==> config.mk <==
export PLATFORM = sky130hd
export DESIGN_NAME = noise_injector
export DESIGN_NICKNAME = d
export VERILOG_FILES = /design/src/rtl/noise_injector.sv
export SDC_FILE = /design/constraint.sdc
export NUM_CORES = 1
export LEC_CHECK = 0
export BUFFER_PORTS_ARGS = -buffer_cell sky130_fd_sc_hd__buf_2
export CAP_MARGIN = 25
export CELL_PAD_IN_SITES_DETAIL_PLACEMENT = 2
export CELL_PAD_IN_SITES_GLOBAL_PLACEMENT = 2
export CORE_MARGIN = 4
export CORE_UTILIZATION = 31
export CTS_CLUSTER_DIAMETER = 200
export DETAILED_ROUTE_END_ITERATION = 7
export GPL_ROUTABILITY_DRIVEN = 0
export PLACE_DENSITY_LB_ADDON = 0.2
export SYNTH_ARGS = -nofsm -noshare
export SYNTH_HDL_FRONTEND = slang
export SYNTH_SLANG_ARGS = --single-unit
==> constraint.sdc <==
create_clock -name clk -period 2.82 [get_ports clk]
set_input_delay 0.141 -clock clk [delete_from_list [all_inputs] [get_ports clk]]
set_output_delay 0.141 -clock clk [all_outputs]
set_load 0.02 [all_outputs]
==> src/rtl/noise_injector.sv <==
// Adds LFSR-derived noise to each strobed audio sample, saturating to DATA_W signed.
// One register stage between the enable edge and data_out/out_valid.
module noise_injector #(
    parameter int          DATA_W      = 24,
    parameter int          NOISE_SHIFT = 4,
    parameter logic [15:0] SEED        = 16'hACE1
) (
    input  logic                     clk,
    input  logic                     reset_n,
    input  logic                     enable,
    input  logic                     noise_on,
    input  logic signed [DATA_W-1:0] data_in,
    output logic signed [DATA_W-1:0] data_out,
    output logic                     out_valid,
    output logic [15:0]              clip_count
);

    // An all-zero seed would lock the LFSR, so it is remapped.
    localparam logic [15:0] LFSR_INIT = (SEED == 16'h0000) ? 16'h0001 : SEED;

    localparam logic signed [DATA_W-1:0] SAT_MAX = {1'b0, {(DATA_W-1){1'b1}}};
    localparam logic signed [DATA_W-1:0] SAT_MIN = {1'b1, {(DATA_W-1){1'b0}}};

    function automatic logic sat_overflow(input logic signed [DATA_W:0] s);
        return s[DATA_W] != s[DATA_W-1];
    endfunction

    function automatic logic signed [DATA_W-1:0] sat_value(input logic signed [DATA_W:0] s);
        if (sat_overflow(s))
            return s[DATA_W] ? SAT_MIN : SAT_MAX;
        return s[DATA_W-1:0];
    endfunction

    logic [15:0]              r_lfsr;
    logic signed [DATA_W-1:0] r_data_p1;
    logic                     r_vld_p1;
    logic [15:0]              r_clip_cnt;

    logic                     w_fb;
    logic signed [DATA_W-1:0] w_lfsr_sext;
    logic signed [DATA_W-1:0] w_noise;
    logic signed [DATA_W:0]   w_din_ext;
    logic signed [DATA_W:0]   w_noise_ext;
    logic signed [DATA_W:0]   w_sum_p0;
    logic                     w_clip_p0;

    assign w_fb        = r_lfsr[15] ^ r_lfsr[13] ^ r_lfsr[12] ^ r_lfsr[10];
    assign w_lfsr_sext = {{(DATA_W-16){r_lfsr[15]}}, r_lfsr};
    assign w_noise     = w_lfsr_sext <<< NOISE_SHIFT;
    assign w_din_ext   = {data_in[DATA_W-1], data_in};
    assign w_noise_ext = noise_on ? {w_noise[DATA_W-1], w_noise} : '0;
    assign w_sum_p0    = w_din_ext + w_noise_ext;
    assign w_clip_p0   = sat_overflow(w_sum_p0);

    // p0 -> p1: register the saturated sum, valid pulse and clip statistics
    always_ff @(posedge clk or negedge reset_n) begin
        if (!reset_n) begin
            r_lfsr     <= LFSR_INIT;
            r_data_p1  <= '0;
            r_vld_p1   <= 1'b0;
            r_clip_cnt <= '0;
        end else begin
            r_vld_p1 <= enable;
            if (enable) begin
                r_lfsr    <= {r_lfsr[14:0], w_fb};
                r_data_p1 <= sat_value(w_sum_p0);
                if (w_clip_p0 && (r_clip_cnt != 16'hFFFF))
                    r_clip_cnt <= r_clip_cnt + 16'd1;
            end
        end
    end

    assign data_out   = r_data_p1;
    assign out_valid  = r_vld_p1;
    assign clip_count = r_clip_cnt;

endmodule

==> impl_metrics.csv <==
group,metric,value,unit
timing,period_share,105,%
critical_path,crit_type,"reg -> reg",
cells_and_area,fin_area,5360,µm²
grt,grt_util_met2,32.2,%
synth,synth_top_area_share,31.3,%
clock_tree,clk_latency,0.34,ns
routing,dr.pass1.iters,4,
cells_and_area,layout.nets,593,
routing,post-route-drc-count,0,
critical_path,crit_path_max_incr_delay,0.53,ns
timing,slew_headroom,64.1,%
grt,grt_pass1_vias,4186,
floorplanning,core-area,12200,µm²
floorplanning,start_util,32.1,%
synth,seq_area_frac_synth,36.6,%
grt,met1_usage,23.7,%
critical_path,r2r_start,"r_lfsr[6]$_DFFE_PN1P_",
synth,synth_xor_area_share,6.26,%
timing,max_freq,337,MHz
routing,drt_iter0_markers,101,
synth,synth_cells,428,
timing,setup_violations,38,
timing,rsz0062_at_grt,"yes",
floorplanning,rows,40,
grt,grt_antenna_before_repair,0,
power,switching_share,41.5,%
timing,tightest_slew,0.534,ns
cells_and_area,n_antenna_cell,0,
synth,mappedNetlistArea,3920,µm²
synth,ys_seq_elements,57,
run_status,violations,"negative setup slack",
power,p_per_area,1070,nW/µm²
timing,worst_slack,-0.149,ns
routing,finalWirelength,13900,µm
grt,gr-total-overflow,0,
clock_tree,cts_tree,"done",
min_path,holdPathStages,3,
cells_and_area,syn2layout_area_growth,36.8,%
clock_tree,clkTransAtPathRegs,0.05,ns
timing,timing.hold.ws,0.0474,ns
synth,synth_mux_area_share,8.68,%
synth,synthTopCellsByArea,"dfrtp_1 31%, ha_1 6.7%, a21oi_1 6.3%",
clock_tree,cts_root_buffer,"clkbuf_16",
critical_path,rrSetupSlack,-0.15,ns
synth,synth-compound-area-share,20.2,%
critical_path,cp_slowest_cell,"dfstp_2",
cells_and_area,layout-drive-gt1-share,35.8,%
critical_path,worstPathCellList,"and2_4, ha_4, and3_4, nand2b_4, a221o_1, buf_6, o211ai_1, a211oi_4, buf_6, buf_8, o21ai_4, clkbuf_16, o22ai_1",
clock_tree,cts_sinks,57,
synth,synth_top_area_cell,"dfrtp_1",
grt,grtUsageTotal,18.9,%
synth,yosysWarnings,0,
floorplanning,die-area,14500,µm²
job,maxCapViolCount,0,
critical_path,path_max_fanout,6,
placement,placed_cells,688,
min_path,min_to,"data_out[1]$_DFFE_PN0P_",
floorplanning,fp.dieW,120,µm
min_path,hp-start,"data_in[1]",
grt,grt_pass1_wl,21800,µm
power,p_seq_share,24.8,%
power,leakage,2.48,nW
clock_tree,htree_levels,3,
critical_path,r2r-end,"data_out[12]$_DFFE_PN0P_",
placement,post_dp_cell_area,4750,µm²
floorplanning,die_h,120,µm
synth,async_flop_share,100,%
synth,synth_top_family_by_area,"compound AO/OA/AOI/OAI gates",
timing,finalHoldViolations,0,
critical_path,reg2reg_depth,13,
routing,wl_per_cell,19.4,µm
synth,synth-simple-area-share,15.5,%
power,clockPowerShare,18.9,%
grt,grt_max_degree,45,
power,ir_drop,0.373,mV
routing,vias,3795,
synth,synthAdderAreaFrac,7.21,%
power,intPower,3.35,mW
clock_tree,cts_made_buffers,9,
synth,synth.distinct_cells,53,
cells_and_area,final_cells,716,
grt,grt_busiest_layer,"met2",
synth,synthFlopType,"dfrtp_1",
synth,synth.net_count,478,
critical_path,crit_top_cell,"buf_6",
run_status,status,"complete, but fails checks",
floorplanning,ios,69,
critical_path,worstPathArrival,3.16,ns
placement,hpwlAfterDp,9780,µm
power,switching_power,2.38,mW
routing,viasPerCell,5.30,
synth,synth_common_cells,"49 x a21oi_1, 49 x dfrtp_1, 26 x inv_1",
synth,synth_edf_count,0,
placement,io_buffer_count,68,
cells_and_area,fillers,1362,
timing,fin_crit,2.97,ns
critical_path,worstSetupStartpointType,"flop",
power,p_comb_share,56.3,%
clock_tree,clockBufferDepth,2,
min_path,hold_path_class,"in -> reg",
grt,grt_util_met3,3.37,%
synth,syn_avg_cell_area,9.16,µm²
timing,skew,0.00708,ns
timing,final_max_slew_viol_count,0,
critical_path,cp-end-kind,"flop",
critical_path,cp.required,3.01,ns
routing,ant_nets,0,
## layout by cell type (no fill, tap or decap), types with 8 or more instances in the layout
master and instances:
a21oi_1 46, and2_1 15, buf_2 68, buf_4 46, clkbuf_16 10, dfrtp_1 49
dfstp_2 8, ha_1 18, inv_1 26, mux2_2 15, mux2i_1 11, nand2_1 15
nand3_1 14, nor2_1 14, nor3_1 14, o21ai_0 12, o22ai_1 22, xnor2_1 24
## kinds of logic after synthesis
family,Yosys count
AO/OA/AOI/OAI,128
XOR/XNOR,28
adder cells (fa/ha/maj),22
buffers and inverters,48
flip-flops,57
multiplexers,32
AND/OR/NAND/NOR,113
## per-stage QoR
| stage | TNS (ns) | setup slack, ns | power (mW) | utilization [%] |
|---|---|---|---|---|
| 6_report | -3.59 | -0.149 | 5.73 | 43.9 |
| 5_1_grt | -7.84 | -0.264 | 6.14 | 43.9 |
| 4_1_cts | -1.62 | -0.130 | 5.54 | 42.3 |
| 3_5_place_dp | -6.66 | -0.260 | 4.28 | 38.9 |
| 3_3_place_gp | -2.10 | -0.113 | 4.13 | 38.9 |
| 2_1_floorplan | 0 | 0.00509 | 3.21 | - |
## per-layer routing
metal	wire length [µm]	vias to the layer above
met3	571	18
li1	-	1793
met2	6780	85
met4	282	0
met5	0	-
met1	6290	1899
## state kept, by name (all words and copies together), names as in the netlist
name / flops
clip_count: 16
out_valid: 1
r_lfsr: 16
data_out: 24
## timing repair
item                                    in CTS  in global routing
buffers inserted                             3                  6
hold buffers                                 1                  0
hold endpoints to repair                    21                  0
endpoints found under the setup margin      39                 39
gates resized for setup                     19                 25
pin swaps                                    5                  4
cloned                                       0                  2
## worst max-delay path, delay by kind of cell, from the launching register on
family	cells	cell delay, ns
AOI/OAI and AO/OA	5	1.04
and+or+nand+nor	3	0.47
DFF	1	0.53
buffers and inverters	4	0.61
adders and majority gates	1	0.19
## worst max-delay path by stage
stage | start | to | slack (ns) | cells past startpoint
3_5_place_dp | r_lfsr[7]$_DFFE_PN1P_ | clip_count[6]$_DFFE_PN0P_ | -0.26 | 10
2_1_floorplan | r_lfsr[7]$_DFFE_PN1P_ | clip_count[1]$_DFFE_PN0P_ | 0.005 | 9
6_report | r_lfsr[6]$_DFFE_PN1P_ | data_out[12]$_DFFE_PN0P_ | -0.15 | 13
3_3_place_gp | r_lfsr[0]$_DFFE_PN1P_ | clip_count[1]$_DFFE_PN0P_ | -0.11 | 10
4_1_cts | r_lfsr[7]$_DFFE_PN1P_ | clip_count[1]$_DFFE_PN0P_ | -0.13 | 9
5_1_grt | r_lfsr[0]$_DFFE_PN1P_ | data_out[8]$_DFFE_PN0P_ | -0.26 | 11
## power groups by stage
stage               clock [mW]  combinational (mW)  sequential [mW]
finish                    1.09                3.23             1.42
global route              1.16                3.50             1.48
CTS                       1.12                2.99             1.42
detailed placement           0                2.85             1.43
global placement             0                2.73             1.40
floorplan                    0                1.57             1.64
## cell type report
class,count,area (µm²),share of cell area [%]
clock inverters,3,40.0,0.747
clock buffers,13,250,4.67
inverters,26,97.6,1.82
repair buffers,126,867,16.2
well taps,168,210,3.92
flip-flops and latches,57,1440,26.8
multi-input cells,323,2460,45.9
Power figures use the tool's default switching activity.
